$ cat src/rtl/i2s_rx_multi.sv
// I2S microphone receiver: bclk/lrclk generation, 1/2-channel capture, output FIFO.
// Optional DC-offset removal is compiled in with I2S_RX_DC_OFFSET_EN.
module i2s_rx_multi #(
  parameter int BCLK_DIV    = 4,
  parameter int SLOT_BITS   = 32,
  parameter int SAMPLE_BITS = 18,
  parameter int CHANNELS    = 1,
  parameter int FIFO_DEPTH  = 4,
  parameter int DC_OFFSET   = 6212
) (
  input  logic                   clk_gen_fast,
  input  logic                   arstn,
  input  logic                   enable,
  output logic                   bclk,
  output logic                   lrclk,
  output logic                   sel,
  input  logic                   sd,
  output logic [SAMPLE_BITS-1:0] m_tdata,
  output logic                   m_tuser,
  output logic                   m_tvalid,
  input  logic                   m_tready,
  output logic                   overflow,
  input  logic                   ovf_clr
);

  localparam int DW = $clog2(BCLK_DIV);
  localparam int BW = $clog2(2 * SLOT_BITS);
  localparam int AW = $clog2(FIFO_DEPTH);

  localparam logic [DW-1:0] DIV_LAST = DW'(BCLK_DIV - 1);
  localparam logic [DW-1:0] DIV_HALF = DW'(BCLK_DIV / 2);
  localparam logic [BW-1:0] BIT_LAST = BW'(2 * SLOT_BITS - 1);
  localparam logic [BW-1:0] SLOT_B   = BW'(SLOT_BITS);
  localparam logic [BW-1:0] SAMP_B   = BW'(SAMPLE_BITS);

  if (BCLK_DIV < 2 || (BCLK_DIV % 2) != 0) begin : g_bad_div
    $error("BCLK_DIV must be even and >= 2");
  end
  if (SLOT_BITS < SAMPLE_BITS + 1) begin : g_bad_slot
    $error("SLOT_BITS must exceed SAMPLE_BITS");
  end
  if (CHANNELS < 1 || CHANNELS > 2) begin : g_bad_ch
    $error("CHANNELS must be 1 or 2");
  end
  if (FIFO_DEPTH < 2 || (1 << AW) != FIFO_DEPTH) begin : g_bad_fifo
    $error("FIFO_DEPTH must be a power of 2, >= 2");
  end
  // offsets beyond the full sample range would always saturate
  if (DC_OFFSET > (1 << SAMPLE_BITS) ||
      DC_OFFSET < -(1 << SAMPLE_BITS)) begin : g_bad_dc
    $error("DC_OFFSET out of range");
  end

  logic [DW-1:0] div_q, div_d;
  logic [BW-1:0] bit_q, bit_d;
  logic [BW-1:0] pos;
  logic          slot_r;
  logic          stb;
  logic          cap;
  logic          last;

  logic [SAMPLE_BITS-2:0] sh_q, sh_d;
  logic [SAMPLE_BITS-1:0] word_q;
  logic                   chan_q;
  logic                   done_q;
  logic                   bclk_q;
  logic                   lrclk_q;

  assign stb    = enable && (div_q == DIV_LAST);
  assign slot_r = bit_q >= SLOT_B;
  assign pos    = slot_r ? bit_q - SLOT_B : bit_q;
  assign cap    = stb && (pos != '0) && (pos <= SAMP_B);
  assign last   = stb && (pos == SAMP_B);

  always_comb begin
    div_d = '0;
    bit_d = '0;
    sh_d  = '0;
    if (enable) begin
      div_d = stb ? '0 : div_q + 1'b1;
      bit_d = bit_q;
      if (stb) begin
        bit_d = (bit_q == BIT_LAST) ? '0 : bit_q + 1'b1;
      end
      sh_d = cap ? {sh_q[SAMPLE_BITS-3:0], sd} : sh_q;
    end
  end

  always_ff @(posedge clk_gen_fast or negedge arstn) begin
    if (!arstn) begin
      div_q   <= '0;
      bit_q   <= '0;
      sh_q    <= '0;
      bclk_q  <= 1'b0;
      lrclk_q <= 1'b0;
      done_q  <= 1'b0;
      word_q  <= '0;
      chan_q  <= 1'b0;
    end else begin
      div_q   <= div_d;
      bit_q   <= bit_d;
      sh_q    <= sh_d;
      bclk_q  <= div_d >= DIV_HALF;
      lrclk_q <= bit_d >= SLOT_B;
      done_q  <= last;
      if (last) begin
        word_q <= {sh_q, sd};
        chan_q <= slot_r;
      end
    end
  end

  assign bclk  = bclk_q;
  assign lrclk = lrclk_q;
  assign sel   = 1'b0;

  logic [SAMPLE_BITS-1:0] val;

`ifdef I2S_RX_DC_OFFSET_EN
  localparam int MAXV = (1 << (SAMPLE_BITS - 1)) - 1;
  localparam int MINV = -(1 << (SAMPLE_BITS - 1));

  logic signed [31:0] sum;

  assign sum = $signed({{(32 - SAMPLE_BITS){word_q[SAMPLE_BITS-1]}}, word_q})
             + 32'(DC_OFFSET);

  always_comb begin
    val = sum[SAMPLE_BITS-1:0];
    if (sum > MAXV) begin
      val = SAMPLE_BITS'(MAXV);
    end else if (sum < MINV) begin
      val = SAMPLE_BITS'(MINV);
    end
  end
`else
  assign val = word_q;
`endif

  logic [SAMPLE_BITS:0] mem_q [FIFO_DEPTH];
  logic [AW:0]          wr_q;
  logic [AW:0]          rd_q;
  logic                 push;
  logic                 empty;
  logic                 full;
  logic                 pop;
  logic                 wr;
  logic                 ovf_q;

  // mono build drops right-slot words here
  assign push  = done_q && ((CHANNELS == 2) || !chan_q);
  assign empty = wr_q == rd_q;
  assign full  = (wr_q[AW] != rd_q[AW]) &&
                 (wr_q[AW-1:0] == rd_q[AW-1:0]);
  assign pop   = !empty && m_tready;
  assign wr    = push && (!full || pop);

  always_ff @(posedge clk_gen_fast or negedge arstn) begin
    if (!arstn) begin
      for (int i = 0; i < FIFO_DEPTH; i++) begin
        mem_q[i] <= '0;
      end
      wr_q  <= '0;
      rd_q  <= '0;
      ovf_q <= 1'b0;
    end else begin
      if (wr) begin
        mem_q[wr_q[AW-1:0]] <= {chan_q, val};
        wr_q <= wr_q + 1'b1;
      end
      if (pop) begin
        rd_q <= rd_q + 1'b1;
      end
      if (push && full && !pop) begin
        ovf_q <= 1'b1;
      end else if (ovf_clr) begin
        ovf_q <= 1'b0;
      end
    end
  end

  assign {m_tuser, m_tdata} = mem_q[rd_q[AW-1:0]];
  assign m_tvalid = !empty;
  assign overflow = ovf_q;

endmodule
$ cat config.mk
export PLATFORM = sky130hd
export DESIGN_NAME = i2s_rx_multi
export DESIGN_NICKNAME = d
export VERILOG_FILES = /design/src/rtl/i2s_rx_multi.sv
export SDC_FILE = /design/constraint.sdc
export NUM_CORES = 1
export LEC_CHECK = 0
export BUFFER_PORTS_ARGS = -buffer_cell sky130_fd_sc_hd__buf_2
export CELL_PAD_IN_SITES_DETAIL_PLACEMENT = 0
export CELL_PAD_IN_SITES_GLOBAL_PLACEMENT = 1
export CORE_MARGIN = 1
export CORE_UTILIZATION = 52
export CTS_CLUSTER_SIZE = 30
export DETAILED_ROUTE_END_ITERATION = 10
export GPL_TIMING_DRIVEN = 0
export PLACE_DENSITY_LB_ADDON = 0.2
export SLEW_MARGIN = 20
export SYNTH_ARGS = -nofsm -noshare
export SYNTH_HDL_FRONTEND = slang
export SYNTH_SLANG_ARGS = --single-unit
$ cat constraint.sdc
create_clock -name clk_gen_fast -period 2.4 [get_ports clk_gen_fast]
set_clock_uncertainty 0.15 [all_clocks]
set_input_delay 0.12 -clock clk_gen_fast [delete_from_list [all_inputs] [get_ports clk_gen_fast]]
set_output_delay 0.12 -clock clk_gen_fast [all_outputs]
set_load 0.02 [all_outputs]
==> summary.txt, run 1 <==
Synthesis
  – Yosys top cell area share: 0.562
  – Cell variety after synth: 37
  – Ys Warns: 0
  – Ranking of synthesized cells by area: dfrtp_1, mux2_2, mux4_2, mux2_4, mux2i_1
  – Yosys top cell by area: dfrtp_1
  – EDFF count, synth: 0
  – Commonest cells in the netlist: dfrtp_1, mux2_2, mux2_4, nand2_1, mux4_2
  – Compound-Gate Fraction of Synth Area: 0.00886
  – Register area share after synthesis: 0.562
  – Mux contribution to synthesized area: 0.304
  – #FFs+latches synth: 130
  – Synth Area in Adders: 0.0195
  – Syn Inst Count: 371
  – Syn_area_per_cell: 15.6 um2
  – Most frequent cell after synthesis: dfrtp_1
  – Ys flop type: dfrtp_1
  – Largest family of logic cells by synthesized area: multiplexers
  – Syn Nets: 386
  – Xor/xnor share of the synthesized area: 0.0164
  – Simple-gate portion of the synthesized area: 0.0594
  – Async S/R FF share, synth: 1.00
  – Post-Syn Area: 5790 um2

Timing
  – Period minus WS final: 2.24 ns
  – Max-slew violations: 0
  – Final Setup Violations: 0
  – Final Hold Slack: 0.215 ns
  – Achievable clock frequency: 447 MHz
  – RSZ-0062 raised after global routing: no
  – Setup TNS: 0 ns
  – Crit share post-route: 0.933
  – Final Hold Fails: 0

GRT
  – Largest net degree at the start of global routing: 88
  – First-pass GRT wire length: 16700 um
  – Initial antenna violation count: 0
  – Number of global-route vias before repair: 3251
  – Total global-route track usage: 0.200
  – Congestion Overflow GR: 0

Run
  – Maxcap violations: 0

Drt
  – Vias: 3073
  – Total Wirelength: 9960 um
  – Vias per cell: 5.30
  – Initial DRC Count: 72
  – Final ANT Viol Nets: 0
  – WL/cell: 17.2 um
  – First-pass iteration count of the detailed router: 4
  – DRC errors left: 0

Clock tree
  – Clk slew on worst S/H paths: 0.06 ns
  – CTS H-tree lvls: 4
  – CTS buffer count: 17
  – Clock sink count: 130
  – Clk root buf: clkbuf_8
  – Worst skew pair latency: 0.53 ns
  – Post-CTS Setup Bufs: 0
  – Clock Path Buffers: 2
  – TritonCTS clock tree: built

Floorplanning
  – CORE AREA: 10800 um2
  – Die width: 108 um
  – Die ar.: 11600 um2
  – Num rows: 38
  – Die extent in y: 108 um
  – IO Count: 30
  – Initial Util: 0.534

Worst hold path
  – Hold path startpoint: sd
  – WHS Endpoint: val[0]
  – Hold Path Class: in -> reg
  – Worst hold stages: 3

Critical path
  – Crit-path max FO: 10
  – FF-to-FF setup slack: 0.29 ns
  – Worst Path Required: 2.13 ns
  – Worst path arrival time: 1.97 ns
  – Worst R2R Path Depth: 5
  – R2r endpoint: overflow
  – Worst reg2reg startpoint: wr_q[0]
  – Crit path capture type: output pin
  – Crit Path Class: reg -> out
  – Crit start category: register

Layout
  – Final non-filler cell total: 580
  – Layout cells sized above 1: 0.436
  – Final Cell Area: 6770 um2
  – Syn-to-layout area delta: 16.9%
  – Ant. Diodes: 0
  – Final net count: 442

Placement
  – Hpwl dp: 6370 um
  – GPL Wtd Cong: 0.745
  – Port bufs: 28
  – Placed cells: 540
  – Area after DPL: 6140 um2

Run status
  – Status: finished clean

Pwr
  – Max VDD drop: 0.584 mV
  – Leak: 3.51 nW
  – Power Dens Cells: 676 nW/um2
-- through the flow --
| stage | setup slack (ns) | utilization | power, mW |
|---|---|---|---|
| after floorplan | 0.527 | - | 2.28 |
| after global placement | -0.617 | 0.563 | 2.33 |
| after detailed placement | 0.302 | 0.566 | 2.34 |
| after CTS | 0.0251 | 0.624 | 4.64 |
| after global routing | 0.0301 | 0.624 | 4.75 |
| final | 0.161 | 0.624 | 4.58 |
-- power breakdown --
group | internal [mW] | leakage [nW] | switching, mW
combinational | 0.0357 | 1.43 | 0.0693
clock | 1.40 | 0.266 | 0.867
sequential | 2.20 | 1.81 | 0.00389
total | 3.63 | 3.51 | 0.941
-- worst max-delay path by stage --
| stage | end | start | depth (start not counted) |
|---|---|---|---|
| global placement | mem_q[23] | arstn | 1 |
| floorplan | mem_q[28] | wr_q[0] | 5 |
| detailed placement | mem_q[34] | wr_q[0] | 5 |
| finish | m_tdata[9] | rd_q[0] | 3 |
| global route | m_tdata[9] | rd_q[0] | 3 |
| CTS | m_tdata[9] | rd_q[1] | 3 |
-- cell type report --
class | count | area, um2
fillers | 817 | 4080
flip-flops and latches | 130 | 3250
multi-input cells | 215 | 2360
clock buffers | 27 | 502
repair buffers | 37 | 268
well taps | 140 | 175
plain buffers | 19 | 153
inverters | 7 | 26.3
clock inverters | 5 | 25.0
-- critical path, cell delays in order (launching register included) --
cell and delay (ns):
dfrtp_1 0.41, clkbuf_4 0.31, mux4_2 0.55, buf_2 0.18
-- cell usage in the layout, fill, tap and decap left out, types with 2 or more instances in the layout --
| master | synthesis | layout |
|---|---|---|
| mux4_2 | 19 | 19 |
| inv_1 | 7 | 7 |
| nand3_4 | 3 | 3 |
| buf_12 | 3 | 4 |
| clkbuf_16 | 0 | 16 |
| and2_1 | 7 | 7 |
| mux2_4 | 27 | 27 |
| ha_1 | 9 | 9 |
| mux2i_1 | 18 | 18 |
| nand4_1 | 3 | 3 |
| nand2_1 | 27 | 27 |
| buf_2 | 8 | 34 |
| buf_4 | 4 | 5 |
| o21ai_0 | 5 | 5 |
| nor2b_1 | 3 | 3 |
| clkbuf_1 | 3 | 7 |
| xnor2_1 | 8 | 8 |
| clkinv_2 | 0 | 5 |
| nor2_1 | 3 | 3 |
| and3b_1 | 2 | 2 |
| dfrtp_1 | 130 | 130 |
| mux2_2 | 65 | 65 |
| clkbuf_8 | 0 | 6 |
| dlygate4sd3_1 | 0 | 7 |
-- per-layer routing --
| metal | track usage | vias to the layer above | wire (um) | part of all wire |
|---|---|---|---|---|
| met4 | 0.0793 | 0 | 111 | 0.011 |
| met2 | 0.311 | 34 | 4930 | 0.50 |
| met1 | 0.260 | 1586 | 4600 | 0.46 |
| met3 | 0.0630 | 9 | 323 | 0.032 |
| li1 | - | 1444 | - | - |
| met5 | 0 | - | 0 | 0 |
-- logic make-up (layout without fill, tap and decap cells) --
kind of cell / count (synthesis) / count (layout)
mux: 130 / 130
flops: 130 / 130
simple gates: 57 / 57
buf+inv: 26 / 95
xor+xnor: 10 / 10
fa+ha+maj: 9 / 9
compound gates: 8 / 8
other cells: 1 / 1
-- flip-flops by register name (all words and copies together), names as in the netlist, 2 cells and up --
register and flops:
mem_q 76, wr_q 3, div_q 2, bit_q 6, val 18, sh_q 17, rd_q 3
-- repair_timing --
item                                    4_1_cts  5_1_grt
endpoints found under the setup margin        4        9
hold endpoints to repair                    147        0
gates resized for setup                       2        3
hold buffers                                  8        0
Power figures use the tool's default switching activity.
==> run 2, diff against run 1 <==
CORE_ASPECT_RATIO = 2   (was default)
==> run 2 against run 1 <==
Cell count down 0.69%. Worst hold slack got worse by 0.065 ns. Routed wire length up 2.5%. First-iteration DRC count rose by 79%. Highest routed layer unchanged. Die area up 0.22%.
==> summary.txt, run 2 (synthesis results as in run 1) <==
Floorplanning
  – Die ar.: 11600 um2
  – CORE AREA: 10900 um2
  – Num rows: 54
  – IO Count: 30
  – Initial Util: 0.532
  – Die width: 76.6 um
  – Die extent in y: 151 um

Layout
  – Final core occ: 0.626
  – Leading cell types in the layout, fill and taps excluded: dfrtp_1, mux2_2, buf_2
  – Final net count: 439
  – Max FFs per register: 76
  – Ant. Diodes: 0
  – Layout cells sized above 1: 0.443
  – Syn-to-layout area delta: 17.7%
  – Commonest non-fill, non-tap cell in the layout: dfrtp_1
  – Biggest register: mem_q

Critical path
  – Crit start category: register
  – CP max stage delay: 0.58 ns
  – Crit Path Class: reg -> out
  – Worst path arrival time: 2.01 ns
  – Crit-path max FO: 10
  – Worst Path Required: 2.13 ns
  – Worst path cell trace: buf_1, mux4_2, buf_2
  – Crit path capture type: output pin
  – CP max stage cell: buf_1

Pwr
  – Power Dens Cells: 734 nW/um2
  – Total power draw: 5.00 mW
  – Max VDD drop: 0.529 mV
  – Leak: 3.50 nW

GRT
  – Initial antenna violation count: 0
  – Total global-route track usage: 0.200
  – Largest net degree at the start of global routing: 73
  – Congestion Overflow GR: 0
  – First-pass GRT wire length: 17100 um
  – Number of global-route vias before repair: 3432

Timing
  – Period minus WS final: 2.28 ns
  – Max-slew violations: 0
  – RSZ-0062 raised after global routing: no
  – Slew @ Worst Pin: 0.731 ns
  – Final Hold Slack: 0.150 ns
  – Slew HR: 0.512
  – Final Setup Violations: 0
  – Final Hold Fails: 0
  – Crit share post-route: 0.949
  – Achievable clock frequency: 439 MHz
  – Worst setup margin: 0.124 ns

Drt
  – Vias: 3121
  – DRC errors left: 0
  – WL/cell: 17.7 um
  – Total Wirelength: 10200 um
  – First-pass iteration count of the detailed router: 4
  – Vias per cell: 5.42
  – Final ANT Viol Nets: 0
  – Initial DRC Count: 129

Run
  – Maxcap violations: 0

Clock tree
  – TritonCTS clock tree: built
  – Clk root buf: clkbuf_16
  – Worst skew pair latency: 0.41 ns
  – CTS H-tree lvls: 4
  – Post-CTS Setup Bufs: 0
  – Clk slew on worst S/H paths: 0.06 ns
  – CTS buffer count: 17
  – Clock sink count: 130
  – Clock Path Buffers: 2

Run status
  – Status: finished clean

Placement
  – Hpwl dp: 6830 um
  – Port bufs: 28
  – Worst slack at placement: 0.314 ns
  – GPL Wtd Cong: 0.733

Worst hold path
  – Hold Path Class: in -> async
run 2: cell types whose count changed in the layout (fill, tap and decap cells not counted), sizes merged:
cell | previous run | this run
bufinv | 0 | 4
clkinv | 5 | 3
clkbuf | 31 | 21
clkinvlp | 0 | 5
dlygate4sd3 | 7 | 5
inv | 7 | 8
run 2: layout make-up:
| type | instances | area (um2) |
|---|---|---|
| Buffer | 19 | 145 |
| Clock inverter | 13 | 185 |
| Sequential cell | 130 | 3250 |
| Timing Repair Buffer | 34 | 224 |
| Inverter | 7 | 26.3 |
| Clock buffer | 18 | 439 |
| Fill cell | 832 | 4070 |
| Multi-Input combinational cell | 215 | 2360 |
| Tap cell | 140 | 175 |
run 2: power breakdown:
| group | switching, mW | internal, mW | leakage, nW |
|---|---|---|---|
| clock | 0.939 | 1.76 | 0.290 |
| sequential | 0.00423 | 2.20 | 1.81 |
| combinational | 0.0693 | 0.0307 | 1.40 |
| total | 1.01 | 3.99 | 3.50 |
run 2: timing repair:
action,4_1_cts,5_1_grt
hold buffers,5,0
gates resized for setup,0,0
hold endpoints to repair,79,0
run 2: worst paths after layout:
kind                          start    endpoint  slack (ns)  depth (start not counted)
setup / recovery            rd_q[1]  m_tdata[5]        0.12                          3
hold reg to reg            div_q[0]    div_q[0]        0.28                          1
setup reg to reg            wr_q[0]   mem_q[35]        0.32                          5
max in group asynchronous     arstn    overflow        1.24                          3
min in group clk_gen_fast  div_q[0]    div_q[0]        0.28                          1
hold / removal                arstn   mem_q[72]        0.15                          2
run 2: critical path: cells and delay by family, from the launching register on:
family | cells | cell delay [ns]
flip-flops | 1 | 0.41
multiplexers | 1 | 0.42
buffers and inverters | 2 | 0.76
run 2: routing by layer:
layer,part of all wire,track usage
met1,0.40,0.219
met2,0.56,0.361
met3,0.025,0.0542
met4,0.014,0.0837
met5,0,0
run 2: metrics by stage:
stage / TNS, ns / instances / cell area [um2]
floorplan: 0 / 371 / 5790
finish: 0 / 576 / 6810
global placement: -66.12 / 539 / 6100
global route: 0 / 576 / 6810
CTS: 0 / 576 / 6810
detailed placement: 0 / 540 / 6140
